<file path="src/rtl/uart_rx.sv">
// uart_rx: 8N1 LSB-first UART receiver with a valid/ack output buffer, framing-error and overrun pulses.
module uart_rx #(
   parameter int CLK_FREQ = 100_000_000,
   parameter int BAUD     = 115_200
) (
   input  logic       clk,
   input  logic       rst_n,
   input  logic       rx,
   output logic [7:0] data,
   output logic       data_valid,
   input  logic       data_ack,
   output logic       rx_busy,
   output logic       frame_err,
   output logic       overrun
);
   localparam int CLKS_PER_BIT = CLK_FREQ / BAUD;
   localparam int HALF_BIT     = CLKS_PER_BIT / 2;
   localparam int CNT_W        = $clog2(CLKS_PER_BIT);
   localparam logic [CNT_W-1:0] BIT_END  = CNT_W'(CLKS_PER_BIT - 1);
   localparam logic [CNT_W-1:0] HALF_END = CNT_W'(HALF_BIT - 1);

   if (CLKS_PER_BIT < 4) begin : g_bad_rate
      $error("uart_rx: CLKS_PER_BIT must be at least 4");
   end

   typedef enum logic [2:0] {IDLE, START, DATA, STOP, BREAK} state_t;

   state_t           state_q, state_d;
   logic [CNT_W-1:0] cnt_q, cnt_d;
   logic [2:0]       idx_q, idx_d;
   logic [7:0]       shreg_q, shreg_d;
   logic [7:0]       data_q, data_d;
   logic             valid_q, valid_d;
   logic             fe_q, fe_d;
   logic             ov_q, ov_d;
   logic             rx_meta_q, rx_s_q;
   logic             bit_end, done;

   assign bit_end = cnt_q == BIT_END;

   always_comb begin
      state_d = state_q;
      cnt_d   = cnt_q + CNT_W'(1);
      idx_d   = idx_q;
      shreg_d = shreg_q;
      fe_d    = 1'b0;
      done    = 1'b0;
      case (state_q)
         IDLE: begin
            cnt_d = '0;
            if (!rx_s_q) state_d = START;
         end
         START: if (cnt_q == HALF_END) begin
            cnt_d   = '0;
            idx_d   = 3'd0;
            state_d = rx_s_q ? IDLE : DATA;
         end
         DATA: if (bit_end) begin
            cnt_d          = '0;
            shreg_d[idx_q] = rx_s_q;
            idx_d          = idx_q + 3'd1;
            if (idx_q == 3'd7) state_d = STOP;
         end
         STOP: if (bit_end) begin
            cnt_d   = '0;
            done    = rx_s_q;
            fe_d    = !rx_s_q;
            state_d = rx_s_q ? IDLE : BREAK;
         end
         BREAK: begin
            cnt_d = '0;
            if (rx_s_q) state_d = IDLE;
         end
         default: state_d = IDLE;
      endcase
      // an ack on the completion edge frees the buffer for the new byte
      data_d  = (done && (!valid_q || data_ack)) ? shreg_q : data_q;
      valid_d = done || (valid_q && !data_ack);
      ov_d    = done && valid_q && !data_ack;
   end

   always_ff @(posedge clk) begin
      if (!rst_n) begin
         rx_meta_q <= 1'b1;
         rx_s_q    <= 1'b1;
         state_q   <= IDLE;
         cnt_q     <= '0;
         idx_q     <= 3'd0;
         shreg_q   <= 8'h00;
         data_q    <= 8'h00;
         valid_q   <= 1'b0;
         fe_q      <= 1'b0;
         ov_q      <= 1'b0;
      end else begin
         rx_meta_q <= rx;
         rx_s_q    <= rx_meta_q;
         state_q   <= state_d;
         cnt_q     <= cnt_d;
         idx_q     <= idx_d;
         shreg_q   <= shreg_d;
         data_q    <= data_d;
         valid_q   <= valid_d;
         fe_q      <= fe_d;
         ov_q      <= ov_d;
      end
   end

   assign data       = data_q;
   assign data_valid = valid_q;
   assign rx_busy    = state_q != IDLE;
   assign frame_err  = fe_q;
   assign overrun    = ov_q;
endmodule

</file>
<file path="config.mk">
export PLATFORM = sky130hd
export DESIGN_NAME = uart_rx
export DESIGN_NICKNAME = d
export VERILOG_FILES = /design/src/rtl/uart_rx.sv
export SDC_FILE = /design/constraint.sdc
export NUM_CORES = 1
export LEC_CHECK = 0
export ABC_AREA = 1
export CORE_UTILIZATION = 50
export CTS_BUF_LIST = sky130_fd_sc_hd__clkbuf_16
export CTS_CLUSTER_DIAMETER = 120
export DETAILED_ROUTE_END_ITERATION = 12
export GPL_ROUTABILITY_DRIVEN = 0
export PLACE_DENSITY = 0.75
export SYNTH_ARGS = -nofsm -noshare
export SYNTH_HDL_FRONTEND = slang
export SYNTH_SLANG_ARGS = --single-unit
</file>
<file path="constraint.sdc">
create_clock -name clk -period 2.7 [get_ports clk]
set_input_delay 0.54 -clock clk [delete_from_list [all_inputs] [get_ports clk]]
set_output_delay 0.54 -clock clk [all_outputs]
set_load 0.01 [all_outputs]
</file>
# After elaboration in Yosys (flattened, before gate mapping)
# Cells that the tools add are included.
# totals
romBits	0
out_inout_bits	12
register_bits	37
wordCells	66
in_bits	4
mem_count	0
mem_bits_rw	0
latchBits	0
# op_classes
order_cmp	2
multipliers	0
n_div	0
reduce_logical	19
mux	20
n_eq_ne	13
bitwise_logic	0
n_shift	0
add_sub_neg	2
# ops
op	count
$pmux W10 S3	1
$mux W3	9
$mux W10	2
$pmux W3 S5	1
$ne A2 B2 Y1 const B	6
$add A10 B1 Y10 const B	1
$eq A10 B10 Y1 const B	1
$eq A10 B9 Y1 const B	1
$bwmux W8	1
$eq A3 B2 Y1 const B	2
$eq A3 B3 Y1 const B	2
$pmux W3 S2	1
$reduce_and A3 Y1	2
$reduce_and A6 Y1	1
$logic_and A1 B1 Y1	5
$lt A3 B4 Y1 const B	1
$reduce_or A2 Y1	2
$add A3 B1 Y3 const B	1
$demux W1 S3	1
$eq A3 B1 Y1 const B	1
$ge A3 B1 Y1 const B	1
$logic_not A1 Y1	3
$logic_not A3 Y1	1
$mux W1	3
other kinds (5)	6

# Depth between registers and ports, before layout
# Gate-level depths: netlist of the first run.
# logic_depth
depth_word	5
ltp_mapped	11
ltp_nobuf	11

# Worst setup path after synthesis of the first run
# OpenSTA, ideal clock, no wires.
# synth_timing
path_kind	register -> register
from	register cnt_q[0]
to	register cnt_q[2]
path_stages_with_launch	11
setup_time_ps	109
setup_slack_ps	1285
t_arrival_ps	1306
period_less_slack_ps	1415
path_buffers	0
required_ps	2591
path_cell_list	dfxtp_1 -> ha_1 -> nand2_1 -> nor2_1 -> nand3_2 -> nand2_1 -> nand3_2 -> nand2_2 -> inv_2 -> nand2_1 -> inv_1
# synth_via
elab_chain_cells	3
elab_cells_between_ends	6
classes_between	1 x add/sub; 2 x eq/ne; 3 x mux
# synth_rtl
element	line	source
start: declaration	29	logic [CNT_W-1:0] cnt_q, cnt_d;
start signal: assignment	98	cnt_q <= cnt_d;
$add A10 B1 Y10 (tied with other cells)	43	cnt_d = cnt_q + CNT_W'(1);
$mux W10 (on tied branches)	58, 64, 53	
$pmux W10 S3 (*)	48	case (state_q)
# Mark *: on every way between the ends. The rest lies on a longest branch, timed or not.
# A chain may end at the register's enable or synchronous reset.

# Final worst setup path of the first run
# layout_timing
from	register state_q[2]
to	output rx_busy
# layout_via
elab_chain_cells	1
# layout_rtl
element	line	source
start: declaration	28	state_t state_q, state_d;
start signal: assignment	97	state_q <= state_d;
$reduce_bool A3 Y1	110	assign rx_busy = state_q != IDLE;
end: declaration	12	output logic rx_busy,
# Every way passes these cells.

==> summary.md, run 1 <==
| Metric | Value |
|---|---|
| Period utilization | 71.4% |
| TritonCTS clock tree | yes |
| Root buf cell | clkbuf_16 |
| Prevailing post-synth register cell | dfxtp_1 |
| Post-Place Cell Area | between 1500 and 2000 µm² |
| Most numerous cell in the Yosys netlist | nand2_1 |
| Initial drt markers | 87 |
| Grt total ovfl | 0 |
| Worst-path clk slew | around 0.05 ns |
| Row cnt | 21 |
| Internal power component | 1030 µW |
| Post-CTS Setup Repair Bufs | 0 |
| Final Instance Area | 2110 µm² |
| Layout cells sized above 1 | 10.6% |
| Final min period | 1.93 ns |
| Post-Synth Adder-Cell Area | 2.77% |
| Max_cap viols | 0 |
| Syn Inst Count | 256 |
| Worst R2R Path Depth | 8 |
| Routed wire per std cell | 9.84 µm |
| GRT Overall Usage | 18.5% |
| Vias per cell | around 4.6 |
| Flop pwr share | 42.0% |
| Max transition margin | between 60% and 70% |
| Filler cells | between 200 and 300 |
| Ys Warns | 0 |
| Number of I/O port buffers | 15 |
| Type of origin of the critical path | flop |
| Main combinational cell family by area after synthesis | simple AND/OR/NAND/NOR gates |
| Vias in the first global route | roughly 1400 |
| Post-Place Cells | 311 |
| Antenna diode instance count | 0 |
| Fin nets | 280 |
| Clock Tree Buf Depth | 2 |
| Synth Area in Compound Gates | under 10% |
| Die area | 3860 µm² |
| Most Used Layer, Global Route | met2 |
| Synth Area per Inst | 7.06 µm² |
| DR vias | roughly 1500 |
| Routing usage on met2 | 32.0% |
| RSZ-0062 raised after global routing | false |
| Met3 Use GR | 3.86% |
| CTS buffer count | 5 |
| Critical path fanouts, max | 6 |
| Initial core utilization | 53.3% |
| Worst EP arrival | 1.39 ns |
| PwrDens | ~700 nW/µm² |
| Maximum VDD drop | 712 µV |
| Combinational share of power | 21.6% |
| CP Capture Type | primary output |
| H-tree depth | 2 |
| Worst Tran Pin Value | approximately 0.53 ns |
| Final setup vio count | 0 |
| Status | finished clean |
| Synth top cells by count | nand2_1 (60), nor2_1 (51), dfxtp_1 (37) |
| DRC viols | 0 |
| Pins Over Slew Limit | 0 |
| Post-Synth Simple-Gate Area | around 40% |
| Maximum clock rate | around 520 MHz |
| Worst Skew | between 0.003 and 0.004 ns |
| Clock power share | about 36% |
| Dominant cells by area after synthesis | dfxtp_1 (41%), nand2_1 (12%), nor2_1 (11%), inv_1 (6.0%), nand3_1 (4.7%) |
| Total Neg Setup Slack | 0 ns |
| Post-layout instance count excluding filler cells | 319 |
| Synth area leader | dfxtp_1 |
| Req. time, crit path | 2.16 ns |
| DIE HEIGHT | 62.1 µm |
| Post-CTS Hold Fix Bufs | 0 |
| Die W | 62.1 µm |
| NetSw | 452 µW |
| Area Overhead vs Synth | 16.5% |
| Initial antenna violation count | 0 |
| First-pass GRT wire length | 5.80 mm |
| Post-synthesis mux area share | 0% |
| Async SR Flop Fraction | 0% |
| Critical path class | reg -> out |
| Largest net degree at the start of global routing | 21 |
| Number of synthesized flops with an enable pin | 0 |
| Final Hold Vio Count | 0 |
| I/O Pins | 16 |
| Met1 GRT Util | 22.5% |
| Clk Latency, worst-skew pair | 0.27 ns |
| Post-Syn Area | 1810 µm² |
| Post-synth cell types | 25 |
| Number of routed nets with antenna violations | 0 |
| Xor and xnor area share after synthesis | 2.42% |
| Pre-antenna DRT Iters | 5 |
| Leak Pwr | approximately 0.0009 µW |
| CTS sink cnt | 37 |
| Core area | 3390 µm² |
| HP Class | reg -> reg |
| Routed WL | 3.14 mm |
| Net Sw Frac | a little under a third |
| Synth Net Count | 264 |
| Sequential fraction of the synthesis area | between 40% and 50% |
| Hold Path Cell Cnt | 1 |
| Cts repair resizes | 0 |
| Final core utilization | between 60% and 70% |
| Number of synthesized register bits | 37 |
| Top cell type's share of synthesized area | 41.0% |
| Half-perimeter wire length after placement | 2.13 mm |
-- path summary, 6_finish.rpt --
| check | slack [ns] | from | to |
|---|---|---|---|
| setup / recovery | 0.77 | state_q[2]$_SDFFE_PN0P_ | rx_busy |
| hold / removal | 0.41 | rx_meta_q$_SDFF_PN1_ | rx_s_q$_SDFF_PN1_ |
| setup reg to reg | 0.99 | cnt_q[0]$_SDFF_PN0_ | idx_q[2]$_SDFFE_PN0P_ |
| hold reg to reg | 0.41 | rx_meta_q$_SDFF_PN1_ | rx_s_q$_SDFF_PN1_ |
-- routing by layer --
layer	wire length [µm]	part of all wire [%]
met5	0	0
met3	72	2.3
met4	23	0.73
met1	1640	52
met2	1400	45
-- worst max-delay path: stages, from the launching register on --
cell	delay, ns
dfxtp_1	0.43
inv_1	0.10
nand2_1	0.07
clkdlybuf4s50_1	0.52
-- per-stage QoR --
| step | total power [µW] | hold slack (ns) | setup slack, ns |
|---|---|---|---|
| 6_report | 1480 | 0.409 | 0.771 |
| 5_1_grt | 1570 | 0.429 | 0.677 |
| 4_1_cts | 1490 | 0.412 | 0.769 |
| 3_5_place_dp | 946 | 0.400 | 0.747 |
| 3_3_place_gp | 946 | 0.396 | 0.772 |
| 2_1_floorplan | 862 | 0.393 | 1.28 |
-- power groups by stage --
stage	sequential [µW]	combinational, µW	clock (µW)
global placement	630	316	0
floorplan	620	242	0
CTS	619	320	546
detailed placement	630	316	0
global route	626	373	568
finish	621	320	539
-- layout make-up --
class,count,area [µm²],area share (%)
Clock buffer,5,125,5.94
Tap cell,46,57.6,2.73
Timing Repair Buffer,16,158,7.49
Multi-Input combinational cell,181,896,42.5
Inverter,31,116,5.53
Clock inverter,3,12.5,0.594
Sequential cell,37,741,35.2
-- flip-flops by register name (all words and copies together) (netlist names) --
name        cells
frame_err       1
state_q         3
shreg_q         8
overrun         1
idx_q           3
rx_s_q          1
cnt_q          10
data_valid      1
rx_meta_q       1
data            8
-- placed cells by master (no fill, tap or decap), drive strengths merged --
| cell type | n |
|---|---|
| nor4 | 1 |
| inv | 31 |
| nor3 | 4 |
| or2 | 2 |
| ha | 4 |
| a21oi | 12 |
| xor2 | 5 |
| nand3 | 21 |
| buf | 1 |
| clkdlybuf4s50 | 15 |
| dfxtp | 37 |
| nor2 | 57 |
| a31o | 1 |
| nand3b | 2 |
| nand4 | 3 |
| clkinv | 3 |
| clkbuf | 5 |
| nand2 | 67 |
| o21ai | 2 |
-- cells by family after synthesis --
family / after synthesis
flops: 37
fa+ha+maj: 4
xor+xnor: 5
simple gates: 157
buf+inv: 38
compound gates: 15
No activity file was read; power rests on OpenSTA's default activity.
==> inputs of run 2 (changes only) <==
- clock period: 2.7 -> 1.92 ns (I/O delays scaled with it)
==> run 2 against run 1 <==
Against the previous run:
- via count up 2.4%
- sequential share of layout area down 0.13 points
- register-to-register slack worse by 0.75 ns
- largest power group unchanged
- cell count up 0.31%
- clock skew down 0.00066 ns
- first-iteration DRC count down 1.1%
- sequential power up 41%
- critical path depth unchanged
- sequential cell count unchanged
==> summary.md, run 2 (synthesis gave the netlist of run 1 again) <==
| Metric | Value |
|---|---|
| Largest net degree at the start of global routing | 21 |
| Worst-path clk slew | 0.05 ns |
| Initial core utilization | between 50% and 60% |
| PwrDens | 988 nW/µm² |
| Worst EP arrival | between 1 and 1.5 ns |
| Crit-path cells | inv_1 -> nand2_1 -> clkdlybuf4s50_1 |
| Post-Place Cell Area | 1980 µm² |
| H-tree depth | 2 |
| Number of I/O port buffers | 15 |
| Row cnt | 21 |
| Filler cells | roughly 320 |
| Initial antenna violation count | 0 |
| DR vias | 1517 |
| Critical path fanouts, max | 6 |
| Final Hold Vio Count | 0 |
| RSZ-0062 raised after global routing | false |
| Post-layout instance count excluding filler cells | 320 |
| Maximum clock rate | 562 MHz |
| Clock Tree Buf Depth | 2 |
| TritonCTS clock tree | yes |
| Die W | 62.1 µm |
| CP peak stage delay | 0.52 ns |
| Routed wire per std cell | 10.2 µm |
| Vias per cell | between 4 and 5 |
| Req. time, crit path | about 1.5 ns |
| Root buf cell | clkbuf_16 |
| Final Instance Area | 2110 µm² |
| Cts repair resizes | 0 |
| Leak Pwr | 0.000910 µW |
| Number of routed nets with antenna violations | 0 |
| Pins Over Slew Limit | 0 |
| Period utilization | 92.7% |
| CP Capture Type | primary output |
| Max_cap viols | 0 |
| Critical path class | reg -> out |
| Most flops, register | cnt_q |
| Total Neg Setup Slack | 0 ns |
| Layout cells sized above 1 | 10.9% |
| Worst Skew | slightly below 0.003 ns |
| CTS buffer count | 5 |
| Max reg flops | 10 |
| Post-CTS Hold Fix Bufs | 0 |
| Fin nets | 281 |
| Post-CTS Setup Repair Bufs | 0 |
| Grt total ovfl | 0 |
| Antenna diode instance count | 0 |
| I/O Pins | 16 |
| HP Class | reg -> reg |
| Maximum VDD drop | 852 µV |
| Type of origin of the critical path | flop |
| Die area | roughly 3900 µm² |
| DIE HEIGHT | 62.1 µm |
| Commonest non-fill, non-tap cells in the layout | nand2_1 (60), nor2_1 (51), dfxtp_1 (37) |
| Clk Latency, worst-skew pair | 0.28 ns |
| Status | finished clean |
| Routed WL | about 3.3 mm |
| Max transition margin | between 70% and 80% |
| Tot Pwr | 2090 µW |
| Initial drt markers | 86 |
| Area Overhead vs Synth | 16.9% |
| Most common cell after layout, fill and taps aside | nand2_1 |
| DRC viols | 0 |
| CP max stage cell | clkdlybuf4s50_1 |
| CTS sink cnt | 37 |
| Vias in the first global route | ~1400 |
| Post-Place Cells | 312 |
| Core area | between 3000 and 4000 µm² |
| GRT Overall Usage | 19.2% |
| First-pass GRT wire length | 5.89 mm |
| Worst Tran Pin Value | between 0.4 and 0.5 ns |
| Final min period | roughly 1.8 ns |
| Pre-antenna DRT Iters | 4 |
| Half-perimeter wire length after placement | 2.23 mm |
| Final setup vio count | 0 |
[run 2: through the flow]
step / hold slack [ns] / utilization (%) / setup WS, ns
final: 0.415 / 62.3 / 0.141
after global routing: 0.446 / 62.3 / 0.0283
after CTS: 0.421 / 62.3 / 0.148
after detailed placement: 0.404 / 58.3 / 0.260
after global placement: 0.398 / 58.3 / 0.323
after floorplan: 0.393 / - / 0.505
[run 2: report_power, final]
part           leakage (µW)  switching [µW]  internal [µW]
logic              0.000542             281            166
registers          0.000299            61.9            812
clock network     0.0000687             298            469
[run 2: worst paths after layout]
check	startpoint	slack, ns	depth (start not counted)	to
max reg2reg	cnt_q[0]$_SDFF_PN0_	0.24	8	idx_q[1]$_SDFFE_PN0P_
min	rx_meta_q$_SDFF_PN1_	0.41	1	rx_s_q$_SDFF_PN1_
max	state_q[2]$_SDFFE_PN0P_	0.14	3	rx_busy
min reg2reg	rx_meta_q$_SDFF_PN1_	0.41	1	rx_s_q$_SDFF_PN1_
[run 2: layer usage]
metal  vias up  routed length [µm]  global-route usage [%]  share of wire, %
li1        825                   -                       -                 -
met1       662                1660                    24.6                51
met2        26                1410                    29.1                43
met3         4                 142                    5.70               4.4
met4         0                  41                    9.59               1.3
met5         -                   0                       0                 0
[run 2: area by class of cell]
class / instances / area (µm²) / area share [%]
well taps: 46 / 57.6 / 2.72
flip-flops and latches: 37 / 741 / 35.1
multi-input cells: 181 / 896 / 42.4
inverters: 31 / 116 / 5.51
clock inverters: 3 / 12.5 / 0.592
clock buffers: 5 / 125 / 5.92
repair buffers: 17 / 165 / 7.82
[run 2: worst max-delay path, delay by kind of cell, from the launching register on]
| kind | cells | cell delay (ns) |
|---|---|---|
| DFF | 1 | 0.43 |
| buffers and inverters | 2 | 0.62 |
| and+or+nand+nor | 1 | 0.07 |
==> edit: new RTL, config.mk and constraints of run 1 <==
Encoding of `state_t`: now one-hot (5 bits for 5 states).
--- a/src/rtl/uart_rx.sv
+++ b/src/rtl/uart_rx.sv
@@ -23,7 +23,7 @@
       $error("uart_rx: CLKS_PER_BIT must be at least 4");
    end
 
-   typedef enum logic [2:0] {IDLE, START, DATA, STOP, BREAK} state_t;
+   typedef enum logic [4:0] {IDLE = 5'b00001, START = 5'b00010, DATA = 5'b00100, STOP = 5'b01000, BREAK = 5'b10000} state_t;
 
    state_t           state_q, state_d;
    logic [CNT_W-1:0] cnt_q, cnt_d;
Formal check against the unedited RTL: same outputs for any inputs over 10 cycles, from zero or initial values and one cycle with rst_n low; not proved beyond that.
==> edit against run 1 <==
Sequential share of layout area is 1.3 points lower; sequential cell count is 2 higher; via count is 12% higher; hold slack better by 0.0064 ns; routed wire length is 15% higher; total power is 24% higher; design area is 9.6% higher; setup slack worse by 0.11 ns; synthesized area is 8.7% higher; highest routed layer unchanged.
==> edit: results (changes against run 1) <==
Parameter                              Value

Drt
  Via count of the routed design    1655 (+12%)
  Drt total wl    3.612 mm (+15%)
  DR WL/cell    10.75 µm (+9.3%)
  TritonRoute pass-1 iters    4 (-1)
  DRT met1 WL    1.775 mm (+8.0%)
  Met3 layer wire length in the routed design    98 µm (+36%)

GRT
  Global routing met3 resource utilization    4.225% (+0.37 points)
  Met1 usage in global routing    25.11% (+2.6 points)
  GR Util met2    33.20% (+1.2 points)
  Via count of the first global-routing pass    1513 (+6.2%)
  Pin count of the biggest net entering global routing    17 (-19%)

Pwr
  Combinational cell fraction of total power    31.9% (+10 points)
  Power density cells    795.2 mW/mm² (+13%)
  Sw Ratio    35.89% (+5.3 points)

Placed design
  Dpl hpwl    2.659 mm (+25%)
  Setup Slack @ Placement    0.9146 ns (+0.1671 ns)
  Placed cell areas    0.002167 mm² (+10%)

Layout
  Nets    295 (+5.4%)
  Fraction of layout instances using a drive strength above 1    15.28% (+4.7 points)

Yosys
  Area share of the largest cell type after synthesis    39.72% (-1.2 points)
  Post-synth net total    276 (+4.5%)
  Register area share after synthesis    39.72% (-1.2 points)
  Synth unique cells    32 (+28%)
  Synth top cells by count    sky130_fd_sc_hd__nand2_1 (55), sky130_fd_sc_hd__nor2_1 (44), sky130_fd_sc_hd__dfxtp_1 (39)
  Leading cell types by total area after synthesis    sky130_fd_sc_hd__dfxtp_1 (40%), sky130_fd_sc_hd__nand2_1 (11%), sky130_fd_sc_hd__nor2_1 (8.4%)

Worst setup path
  Origin of the critical flop-to-flop path    idx_q[0]$_SDFFE_PN0P_
  Signal arrival time at the worst endpoint    1.50 ns (+0.11 ns)
  Worst setup startpoint    state_q[4]$_SDFFE_PN0P_

Timing
  Least-Margin Pin Slew    0.4161 ns (-0.1091 ns)
  Final clock skew    0.003485 ns (-0.00008560 ns)

Outcome
  Outcome    finished, final reports clean
[edit: changes by cell type after synthesis, sizes merged, moves of 3 or more]
cell and delta:
buf -4, nand3 -3, inv +4, nand2 -3, o21ai +8, nand4 +6
[edit: final timing paths]
check	slack (ns)	end	cells past startpoint
min	0.42	rx_s_q$_SDFF_PN1_	1
min reg2reg	0.42	rx_s_q$_SDFF_PN1_	1
max reg2reg	1.00	state_q[4]$_SDFFE_PN0P_	9
max	0.66	rx_busy	3
[edit: logic make-up after synthesis]
| kind of cell | Yosys count | share of synthesized area (%) |
|---|---|---|
| adders and majority gates | 4 | 2.546 |
| AOI/OAI and AO/OA | 23 | 6.811 |
| DFF | 39 | 39.72 |
| buffers and inverters | 40 | 7.765 |
| xor gates and xnor gates | 5 | 2.228 |
| and+or+nand+nor | 157 | 40.93 |
[edit: layout make-up]
type	instances	area [µm²]
fill	343	1409
multi-input combinational	189	1032
sequential	39	780.7
timing repair buffer	16	157.7
inverter	36	136.4
clock buffer	5	125.1
tap	48	60.06
clock inverter	3	15.01
